[config.mk]
export PLATFORM = sky130hd
export DESIGN_NAME = lcg_stim_gen
export DESIGN_NICKNAME = d
export VERILOG_FILES = /design/src/rtl/lcg_stim_pkg.sv /design/src/rtl/lcg_stim_gen_lcg_step.sv /design/src/rtl/lcg_stim_gen.sv
export SDC_FILE = /design/constraint.sdc
export NUM_CORES = 1
export LEC_CHECK = 0
export ABC_AREA = 0
export CAP_MARGIN = 25
export CORE_UTILIZATION = 45
export CTS_CLUSTER_SIZE = 16
export DETAILED_ROUTE_END_ITERATION = 16
export MAX_ROUTING_LAYER = met4
export PLACE_DENSITY = 0.75
export SLEW_MARGIN = 20
export SYNTH_ARGS = -nofsm -noshare
export SYNTH_HDL_FRONTEND = slang
export SYNTH_HIERARCHICAL = 1
export SYNTH_SLANG_ARGS = --single-unit
[constraint.sdc]
create_clock -name clk -period 10.9 [get_ports clk]
set_clock_uncertainty 0.1 [all_clocks]
set_input_delay 1.09 -clock clk [delete_from_list [all_inputs] [get_ports clk]]
set_output_delay 1.09 -clock clk [all_outputs]
set_load 0.005 [all_outputs]
[src/rtl/lcg_stim_pkg.sv]
// Shared constants, types and helpers for the LCG stimulus generator.
// The LCG recurrence here must match the simulation stimulus generator bit for bit.
package lcg_stim_pkg;

  localparam logic [31:0] LCG_A = 32'h41C64E6D;
  localparam logic [31:0] LCG_C = 32'h00003039;

  typedef enum logic [1:0] {
    IDLE    = 2'd0,
    FILL    = 2'd1,
    PRESENT = 2'd2,
    DONE    = 2'd3
  } stim_state_e;

  function automatic logic [31:0] lcg_next(input logic [31:0] x);
    return x * LCG_A + LCG_C;
  endfunction

  function automatic int nchunk(input int w);
    return (w + 31) / 32;
  endfunction

endpackage

[src/rtl/lcg_stim_gen_lcg_step.sv]
// Combinational single LCG step (mod 2^32).
// One instance feeds both the fill path and the shadow prefetch path.
module lcg_step
  import lcg_stim_pkg::*;
(
  input  logic [31:0] i_x,
  output logic [31:0] o_x
);

  assign o_x = lcg_next(i_x);

endmodule

[src/rtl/lcg_stim_gen.sv]
// Wide stimulus vector source driven by a 32-bit LCG, one LCG step per 32-bit chunk.
// Optional build macro LCG_STIM_PREFETCH_EN adds a shadow fill during PRESENT.
module lcg_stim_gen
  import lcg_stim_pkg::*;
#(
  parameter int          OUT_W        = 135,
  parameter int          CNT_W        = 16,
  parameter logic [31:0] SEED_DEFAULT = 32'h415C1FB4
) (
  input  logic             clk,
  input  logic             rst_n,
  input  logic             start_i,
  input  logic [31:0]      seed_i,
  input  logic [CNT_W-1:0] num_vec_i,
  output logic [OUT_W-1:0] data_o,
  output logic             vld_o,
  input  logic             rdy_i,
  output logic [CNT_W-1:0] vec_idx_o,
  output logic             busy_o,
  output logic             done_o
);

  localparam int NCH  = nchunk(OUT_W);
  localparam int CH_W = (NCH > 1) ? $clog2(NCH) : 1;
  localparam logic [CH_W-1:0] LAST_CH = CH_W'(NCH - 1);

  stim_state_e      r_state;
  stim_state_e      w_state_next;
  logic [31:0]      r_lcg;
  logic [31:0]      w_lcg_next;
  logic [OUT_W-1:0] r_fill;
  logic [OUT_W-1:0] w_fill_merged;
  logic [OUT_W-1:0] r_data;
  logic [CH_W-1:0]  r_cnt;
  logic [CNT_W-1:0] r_remaining;
  logic [CNT_W-1:0] r_vec_idx;
  logic             r_vld;
  logic             r_done;
  logic             r_full;
  logic             w_hs;
  logic             w_accept;
  logic             w_step;
  logic             w_pf_step;
  logic             w_last_chunk;
  logic             w_last_vec;

  lcg_step u_step (
    .i_x (r_lcg),
    .o_x (w_lcg_next)
  );

  // Fill buffer with the chunk being written this cycle already merged in;
  // the last chunk only keeps the low bits that fit in OUT_W.
  generate
    for (genvar gi = 0; gi < NCH; gi++) begin : g_chunk
      localparam int LO = gi * 32;
      localparam int HI = ((gi + 1) * 32 > OUT_W) ? (OUT_W - 1) : (gi * 32 + 31);
      assign w_fill_merged[HI:LO] = (r_cnt == CH_W'(gi)) ? w_lcg_next[HI-LO:0] : r_fill[HI:LO];
    end
  endgenerate

`ifdef LCG_STIM_PREFETCH_EN
  // Shadow fill runs only while a further vector is still owed to this run.
  assign w_pf_step = (r_state == PRESENT) && !r_full && (r_remaining > CNT_W'(1));
`else
  assign w_pf_step = 1'b0;
`endif

  assign w_hs         = r_vld & rdy_i;
  assign w_step       = (r_state == FILL) || w_pf_step;
  assign w_last_chunk = w_step && (r_cnt == LAST_CH);
  assign w_last_vec   = (r_remaining == CNT_W'(1));

  always_comb begin
    w_state_next = r_state;
    w_accept     = 1'b0;
    case (r_state)
      IDLE, DONE: begin
        if (start_i) begin
          w_accept     = 1'b1;
          w_state_next = (num_vec_i == '0) ? DONE : FILL;
        end
      end
      FILL: begin
        if (w_last_chunk) w_state_next = PRESENT;
      end
      PRESENT: begin
        if (w_hs) begin
          if (w_last_vec) begin
            w_state_next = DONE;
          end else if (!(r_full || w_last_chunk)) begin
            w_state_next = FILL;
          end
        end
      end
      default: w_state_next = IDLE;
    endcase
  end

  always_ff @(posedge clk or negedge rst_n) begin
    if (!rst_n) begin
      r_state     <= IDLE;
      r_lcg       <= SEED_DEFAULT;
      r_fill      <= '0;
      r_data      <= '0;
      r_cnt       <= '0;
      r_remaining <= '0;
      r_vec_idx   <= '0;
      r_vld       <= 1'b0;
      r_done      <= 1'b0;
      r_full      <= 1'b0;
    end else begin
      r_state <= w_state_next;

      if (w_step) begin
        r_lcg  <= w_lcg_next;
        r_fill <= w_fill_merged;
        r_cnt  <= w_last_chunk ? '0 : r_cnt + 1'b1;
      end

      if (w_accept) begin
        r_lcg       <= seed_i;
        r_remaining <= num_vec_i;
        r_vec_idx   <= '0;
        r_cnt       <= '0;
        r_full      <= 1'b0;
        r_vld       <= 1'b0;
        r_done      <= (num_vec_i == '0);
      end

      if ((r_state == FILL) && w_last_chunk) begin
        r_data <= w_fill_merged;
        r_vld  <= 1'b1;
      end

      if (r_state == PRESENT) begin
        if (w_last_chunk && !w_hs) r_full <= 1'b1;
        if (w_hs) begin
          r_remaining <= r_remaining - 1'b1;
          r_vec_idx   <= r_vec_idx + 1'b1;
          r_full      <= 1'b0;
          if (w_last_vec) begin
            r_vld  <= 1'b0;
            r_done <= 1'b1;
          end else if (r_full) begin
            r_data <= r_fill;
          end else if (w_last_chunk) begin
            r_data <= w_fill_merged;
          end else begin
            r_vld <= 1'b0;
          end
        end
      end
    end
  end

  assign data_o    = r_data;
  assign vld_o     = r_vld;
  assign vec_idx_o = r_vec_idx;
  assign busy_o    = (r_state == FILL) || (r_state == PRESENT);
  assign done_o    = r_done;

endmodule

==> flow_summary.ini, run 1 <==
[sta]
fin_tns_setup_ns = 0
min_period_over_period_pct = 72.5
worst_slew_pin_slew_ns = 1.09
layout_min_cycle_time_ns = 7.91
setup_slack_ns = 2.99
hold_viol = 0
hold_ws_ns = 0.380
rsz0062_at_grt = false
fmax_mhz = 126
finalSetupViolCount = 0
slew_headroom_pct = 26.8
maxSlewViolCount = 0

[setup_path]
crit_family = adder cells
critPathLaunch = r_lcg[0]$_DFFE_PN0P_
r2r-start = r_lcg[0]$_DFFE_PN0P_
worst-setup-path-type = flip-flop to flip-flop
critPathMaxFanout = 12
path_cells = inv_1 > ha_1 > inv_1 > ha_1 > inv_1 > fa_1 > inv_1 > fa_1 > ha_1 > fa_1 > fa_1 > inv_1 > fa_1 > inv_1 > ha_1 > and2_4 > a221o_1 > a21o_1 > a211oi_4 > a21oi_2 > o21a_1 > xnor2_1 > o22ai_1 > o2bb2a_1
critPathBufInv = 6
cpPeakStageDelay_ns = 0.64
critical-path-slowest-cell = dfrtp_1
cp.arrival_ns = 8.27
startpoint_type = flip-flop
cp_data_required_time_ns = 11.27
cpMostUsedCell = inv_1
end_kind = flip-flop

[logic_synthesis]
yosysTopAreaCellShare_pct = 35.1
synth_simple_gate_area_share_pct = 5.09
ys_ff_latch = 342
synthAdderAreaFrac_pct = 27.7
synth-xor-area-share_pct = 2.33
yosysTopAreaCell = dfrtp_1
ys_async_sr_fraction_pct = 100
ys_warn_count = 6
yosysUniqueCellTypes = 70
syn_inst = 2061
syn-num-nets = 2517
avgSynthCellArea_um2 = 11.3
ys_seq_area_share_pct = 36.8
netlist_area_um2 = 23300
synth_mux_area_share_pct = 12.7
synth_compound_area_share_pct = 7.23
synth_flop_cell = dfrtp_1
synth_edf_count = 0
synth.area.top_cells = dfrtp_1 (35%), fa_1 (16%), ha_1 (12%)
synth_top_family_by_area = adder cells

[clock_network]
numCtsBuffers = 38
cts_resized = 0
ctsHoldBuffers = 0
clock_sinks = 342
tritoncts = done
clockBufferDepth = 3
clk_latency_ns = 0.56
root_buffer = clkbuf_16
clkTransAtPathRegs_ns = 0.06
htreeDepth = 2
postCtsSetupRepairBufs = 0

[grt]
grtUsageTotal_pct = 25.4
grt.overflow.total = 0
antenna_found_initial = 0
grt_max_degree = 169
grt_pass1_vias = 17000
grt_pass1_wl_mm = 99.6

[detailed_routing]
via_per_inst = 5.34
firstDrtPassIters = 5
ant_nets = 0
drcViolationCount = 0
wirelength_mm = 63.5
wl_per_cell_um = 21.4
drt_iter0_drc = 1041
vias = 15800

[floorplan]
core_um2 = 51200
rows = 83
start_util_pct = 45.5
die-area_um2 = 52700
boundaryPins = 206
die_w_um = 229
die_h_um = 229

[placement]
portBuffers = 205
hpwl_mm = 48.8
finalWeightedCongestion = 0.955
pre_cts_ws_ns = 3.14

[flow_run]
cap_violations = 0

[min_path]
hp-class = flip-flop to flip-flop
min_from = vec_idx_o[15]$_DFF_PN0_

[finish]
layout_common_cells = inv_1 (417), dfrtp_1 (327), ha_1 (218), clkdlybuf4s50_1 (204)
final_common_cell = inv_1
drive_gt1_share_pct = 13.1
final-seq-area_um2 = 8580
fin_nets = 2717
multi_input_area_um2 = 12800
syn2layout_area_growth_pct = 17.3
nFillCells = 4362

[run_status]
status = finished, final reports clean
worst reg2reg max path: cells and delay by family, from the launching register on:
family	cells	cell delay, ns
buffers and inverters	6	0.90
adders and majority gates	9	3.68
DFF	1	0.64
AOI/OAI and AO/OA	7	1.70
xor gates and xnor gates	1	0.60
and+or+nand+nor	1	0.22
cells in the mapped netlist, drive strengths merged, types with 2 or more instances:
cell type and count:
nor2 41, ha 219, xnor2 48, a22o 2, nor4b 3, o31ai 3, or2 3, a31oi 13
nor4 9, nor3b 2, dfstp 15, xor2 14, buf 36, nor2b 6, o221a 2, o21ai 70
o22ai 32, nand3b 2, a22oi 3, o211ai 8, mux2i 43, o2111ai 4, a21oi 40, nor3 9
mux2 225, a311oi 2, nand3 19, o21a 7, a2bb2oi 33, inv 417, and2 6, nand4 12
nand2b 6, or3 2, and3 7, dfrtp 327, clkbuf 27, a2111oi 2, and4 3, a32oi 2
a211oi 8, nand2 117, fa 185, o21bai 4, a21o 10
per-layer routing:
metal  share of wire (%)  global-route usage, %  vias up
met4                 3.0                   7.69        0
met1                  42                   32.2     8129
met5                   0                      -        -
met2                  49                   40.9      433
li1                    -                      -     7170
met3                 5.9                   5.15      111
stage by stage:
step | cell area, µm² | utilization, % | instances
CTS | 27300 | 53.3 | 2967
detailed placement | 26100 | 50.9 | 2900
floorplan | 23300 | - | 2061
global placement | 26000 | 50.8 | 2895
global route | 27300 | 53.3 | 2968
finish | 27300 | 53.3 | 2969
sequential cells by signal (all words and copies together), names as in the netlist:
signal / flops
r_full: 1
vec_idx_o: 16
r_lcg: 32
vld_o: 1
r_remaining: 16
data_o: 135
r_cnt: 3
r_state: 2
done_o: 1
r_fill: 135
final timing paths:
check | slack [ns] | depth (start not counted) | to
worst max-delay path | 2.99 | 24 | data_o[127]$_DFF_PN0_
worst min register to register | 0.38 | 1 | vec_idx_o[15]$_DFF_PN0_
worst min-delay path | 0.38 | 1 | vec_idx_o[15]$_DFF_PN0_
worst max register to register | 2.99 | 24 | data_o[127]$_DFF_PN0_
max in group asynchronous | 8.88 | 2 | r_fill[28]$_DFFE_PN0P_
min in group asynchronous | 0.47 | 1 | r_fill[2]$_DFFE_PN0P_
cell families (layout without fill, tap and decap cells):
logic type	after synthesis	after routing
other	0	1
buffers and inverters	480	707
AOI/OAI and AO/OA	255	255
adders and majority gates	404	404
muxes	268	268
xor gates and xnor gates	62	62
DFF	342	342
and+or+nand+nor	250	250
layout make-up:
cell class                 count  area share [%]
inverter                     417            5.73
clock inverter                14           0.531
antenna                        1         0.00916
multi-input combinational   1239            47.0
sequential                   342            31.4
clock buffer                  53            3.95
tap                          680            3.12
timing repair buffer         223            8.22
Power of run 1 is left out: the tool's default activity adds up to more than one toggle a clock period on the data nets, which glitch-free logic cannot reach.
==> run 2: changes to the inputs <==
--- a/config.mk
+++ b/config.mk
@@ -11,7 +11,7 @@
 export CTS_CLUSTER_SIZE = 16
 export DETAILED_ROUTE_END_ITERATION = 16
 export MAX_ROUTING_LAYER = met4
-export PLACE_DENSITY = 0.75
+export PLACE_DENSITY = 0.77
 export SLEW_MARGIN = 20
 export SYNTH_ARGS = -nofsm -noshare
 export SYNTH_HDL_FRONTEND = slang
==> constraint.sdc (replaced) <==
create_clock -name clk -period 7.2 [get_ports clk]
set_clock_uncertainty 0.1 [all_clocks]
set_input_delay 0.72 -clock clk [delete_from_list [all_inputs] [get_ports clk]]
set_output_delay 0.72 -clock clk [all_outputs]
set_load 0.005 [all_outputs]
==> flow_summary.ini, run 2 (same netlist as run 1, synthesis figures left out) <==
[grt]
grt_pass1_vias = 17300
grt_pass1_wl_mm = 102
grtUsageTotal_pct = 26.3
antenna_found_initial = 2
grt.overflow.total = 0
grt_max_degree = 182

[floorplan]
rows = 83
core_um2 = 51200
die-area_um2 = 52700
start_util_pct = 45.5
boundaryPins = 206
die_h_um = 229
die_w_um = 229

[clock_network]
ctsHoldBuffers = 0
clkTransAtPathRegs_ns = 0.06
clockBufferDepth = 3
numCtsBuffers = 39
clk_latency_ns = 0.56
tritoncts = done
clock_sinks = 342
root_buffer = clkbuf_16
htreeDepth = 2

[placement]
dpl.cell_count = 2935
portBuffers = 205
finalWeightedCongestion = 1.01
hpwl_mm = 51.1

[sta]
finalSetupViolCount = 0
layout_min_cycle_time_ns = 7.03
slew_headroom_pct = 28.0
maxSlewViolCount = 0
hold_viol = 0
worst_slew_pin_slew_ns = 1.08
fmax_mhz = 142
rsz0062_at_grt = true
min_period_over_period_pct = 97.6
hold_ws_ns = 0.104

[detailed_routing]
via_per_inst = 5.33
drcViolationCount = 0
firstDrtPassIters = 5
wl_per_cell_um = 21.9
wirelength_mm = 66.0
ant_nets = 0
drt_iter0_drc = 1060
vias = 16100

[finish]
nFillCells = 4355
layout_common_cells = inv_1 (416), dfrtp_1 (325), ha_1 (207), clkdlybuf4s50_1 (204), mux2_2 (185)
final_common_cell = inv_1
fin_nets = 2765
stdcell_count = 3016
drive_gt1_share_pct = 16.6
syn2layout_area_growth_pct = 20.1

[setup_path]
crit_family = adder cells
worst-setup-path-type = flip-flop to flip-flop
cp_data_required_time_ns = 7.59
critical-path-slowest-cell = dfstp_2
critPathLaunch = r_lcg[10]$_DFFE_PN1P_
cp.arrival_ns = 7.42
r2r-start = r_lcg[10]$_DFFE_PN1P_
path_cells = buf_4 > ha_2 > fa_1 > inv_1 > fa_1 > fa_1 > inv_1 > fa_1 > fa_1 > fa_1 > inv_1 > fa_1 > inv_1 > ha_1 > and3_1 > and2_1 > and4b_1 > a211oi_4 > a21oi_2 > o21a_2 > xnor2_4 > o22ai_1 > o2bb2a_1
cpMostUsedCell = fa_1
critPathMaxFanout = 6
cp_num_cells = 23
end_kind = flip-flop
cpPeakStageDelay_ns = 0.56
critPathBufInv = 5
startpoint_type = flip-flop
reg2regPathDepth = 23

[min_path]
hp-class = input port to asynchronous set/reset pin

[run_status]
status = finished, final reports clean

[flow_run]
cap_violations = 0
==> run 2: changes by cell type in the layout (fill, tap and decap cells not counted), moves of 5 or more <==
cell	change
o21ai_0	-6
a21oi_1	-5
xnor2_1	-6
ha_1	-11
o21ai_1	+5
buf_4	+47
ha_2	+7
==> run 2: stage by stage <==
stage	area [µm²]	setup TNS (ns)	setup slack [ns]	utilization, %
floorplan	23300	0	0.347	-
global placement	26300	0	0.0227	51.3
detailed placement	26300	-0.114	-0.0652	51.4
CTS	27600	0	0.00286	54.0
global route	28000	-0.393	-0.0494	54.6
finish	28000	0	0.172	54.7
==> run 2: cell type report <==
class                   instances  area (µm²)  area share, %
multi-input cells            1239       13100           46.8
flip-flops and latches        342        8580           30.7
repair buffers                270        2590           9.26
inverters                     417        1570           5.59
clock buffers                  51        1070           3.83
well taps                     680         851           3.04
clock inverters                16         216          0.774
diodes                          1        2.50        0.00894
==> run 2: repair_timing <==
| action | in CTS | in global routing |
|---|---|---|
| buffers inserted | 1 | 10 |
| setup endpoints to repair | 25 | 76 |
| pin swaps | 1 | 11 |
| resized for setup | 6 | 48 |
==> run 2: layer usage <==
metal  routed length, µm  share of wire, %  GRT usage [%]  vias up
met5                   0                 0              -        -
met3                4070               6.2           5.23       89
met4                1780               2.7           7.54        0
met1               28900                44           35.0     8277
li1                    -                 -              -     7271
met2               31300                47           40.9      453
==> run 2: final timing paths <==
check	end	slack (ns)
worst max-delay path	data_o[127]$_DFF_PN0_	0.17
worst min register to register	r_fill[131]$_DFFE_PN0P_	0.38
worst max register to register	data_o[127]$_DFF_PN0_	0.17
worst min-delay path	data_o[132]$_DFF_PN0_	0.10
max in group asynchronous	r_fill[19]$_DFFE_PN0P_	5.35
min in group clk	r_fill[131]$_DFFE_PN0P_	0.38
Power of run 2 is left out for the same reason.
==> run 3: changes to the inputs <==
--- a/config.mk
+++ b/config.mk
@@ -7,11 +7,12 @@
 export LEC_CHECK = 0
 export ABC_AREA = 0
 export CAP_MARGIN = 25
-export CORE_UTILIZATION = 45
+export CORE_UTILIZATION = 25
 export CTS_CLUSTER_SIZE = 16
 export DETAILED_ROUTE_END_ITERATION = 16
+export GPL_TIMING_DRIVEN = 1
 export MAX_ROUTING_LAYER = met4
-export PLACE_DENSITY = 0.77
+export PLACE_DENSITY = 0.52
 export SLEW_MARGIN = 20
 export SYNTH_ARGS = -nofsm -noshare
 export SYNTH_HDL_FRONTEND = slang
==> flow_summary.ini, run 3 (same netlist as run 1, synthesis figures left out) <==
[grt]
antenna_found_initial = 2
grt.overflow.total = 0
grt_pass1_wl_mm = 108
grt_pass1_vias = 17200
grt_max_degree = 163
grtUsageTotal_pct = 15.6

[sta]
min_period_over_period_pct = 97.4
worst_slew_pin_slew_ns = 1.13
hold_viol = 0
setup_slack_ns = 0.187
fmax_mhz = 143
slew_headroom_pct = 23.9
maxSlewViolCount = 0
layout_min_cycle_time_ns = 7.01
finalSetupViolCount = 0
rsz0062_at_grt = true

[setup_path]
cp_data_required_time_ns = 7.55
cp.arrival_ns = 7.36
startpoint_type = flip-flop
rrSetupSlack_ns = 0.19
end_kind = flip-flop
critPathMaxFanout = 6
worst-setup-path-type = flip-flop to flip-flop

[placement]
pre_cts_ws_ns = -0.203
dpl.cell_count = 3515
portBuffers = 205
finalWeightedCongestion = 0.949
hpwl_mm = 55.8

[flow_run]
cap_violations = 0

[finish]
layout_common_cells = inv_1 (416), dfrtp_1 (326), ha_1 (204), clkdlybuf4s50_1 (204), mux2_2 (183)
fin_nets = 2790
syn2layout_area_growth_pct = 24.7
final_common_cell = inv_1
drive_gt1_share_pct = 17.9
stdcell_count = 3607
post-route-util_pct = 31.6

[clock_network]
numCtsBuffers = 39
clkTransAtPathRegs_ns = 0.06
root_buffer = clkbuf_16
htreeDepth = 2
ctsHoldBuffers = 0
clk_latency_ns = 0.58
clockBufferDepth = 3
tritoncts = done
clock_sinks = 342

[detailed_routing]
vias = 15800
via_per_inst = 4.39
firstDrtPassIters = 7
drcViolationCount = 0
wl_per_cell_um = 19.7
ant_nets = 0
drt_iter0_drc = 765
wirelength_mm = 71.0

[min_path]
hp-class = input port to asynchronous set/reset pin

[floorplan]
start_util_pct = 25.3
die-area_um2 = 94400
core_um2 = 91900
rows = 111
die_w_um = 307
die_h_um = 307
boundaryPins = 206

[run_status]
status = finished, final reports clean
run 3: cell count changes in the layout (fill, tap and decap cells not counted), moves of 4 or more:
cell        previous run  this run
clkinvlp_4             0         4
buf_4                 62        82
fa_2                   1         7
clkinv_2               7         3
fa_1                 184       178
ha_4                   4         9
run 3: routing by layer:
layer  global-route usage (%)  wire [µm]  vias to the layer above
li1                         -          -                     7333
met1                     20.1      31500                     8065
met2                     25.3      34100                      336
met3                     2.96       3610                       94
met4                     3.84       1780                        0
met5                        -          0                        -
run 3: layout make-up:
cell class,count,area (µm²)
Fill cell,9453,62900
Multi-Input combinational cell,1239,13100
Sequential cell,342,8580
Timing Repair Buffer,295,2800
Inverter,417,1570
Tap cell,1243,1560
Clock buffer,49,1060
Clock inverter,20,329
Antenna cell,2,5.00
run 3: repair_timing:
action	CTS	global route
endpoints found under the setup margin	22	78
setup buffers	2	17
pin swaps	2	26
resized for setup	6	61
run 3: worst paths after layout:
kind,start,to,cells past startpoint
setup / recovery,r_lcg[7]$_DFFE_PN1P_,data_o[127]$_DFF_PN0_,24
hold / removal,rst_n,data_o[35]$_DFF_PN0_,1
setup reg to reg,r_lcg[7]$_DFFE_PN1P_,data_o[127]$_DFF_PN0_,24
hold reg to reg,r_fill[131]$_DFFE_PN0P_,r_fill[131]$_DFFE_PN0P_,2
max in group asynchronous,rst_n,r_fill[19]$_DFFE_PN0P_,3
min in group clk,r_fill[131]$_DFFE_PN0P_,r_fill[131]$_DFFE_PN0P_,2
run 3: per-stage QoR:
step	TNS (ns)	hold WS (ns)	instance area [µm²]
final	0	0.00699	29000
after global routing	-0.117	0.0391	29000
after detailed placement	-0.991	0.364	27100
after CTS	0	0.0309	28600
after floorplan	0	0.324	23300
after global placement	-0.861	0.360	27100
run 3: worst max-delay path: stages (launching register included):
cell      delay (ns)
dfstp_2         0.65
buf_12          0.13
ha_4            0.15
inv_1           0.06
fa_1            0.52
fa_2            0.59
inv_1           0.05
fa_2            0.54
ha_1            0.25
fa_2            0.57
inv_1           0.05
fa_2            0.52
fa_1            0.41
inv_1           0.10
ha_4            0.21
and2_4          0.15
a221o_1         0.32
a21o_1          0.23
a211oi_4        0.34
a21oi_2         0.12
o21a_1          0.19
xnor2_1         0.12
buf_4           0.18
o22ai_1         0.10
o2bb2a_2        0.23
Power of run 3 is left out for the same reason.
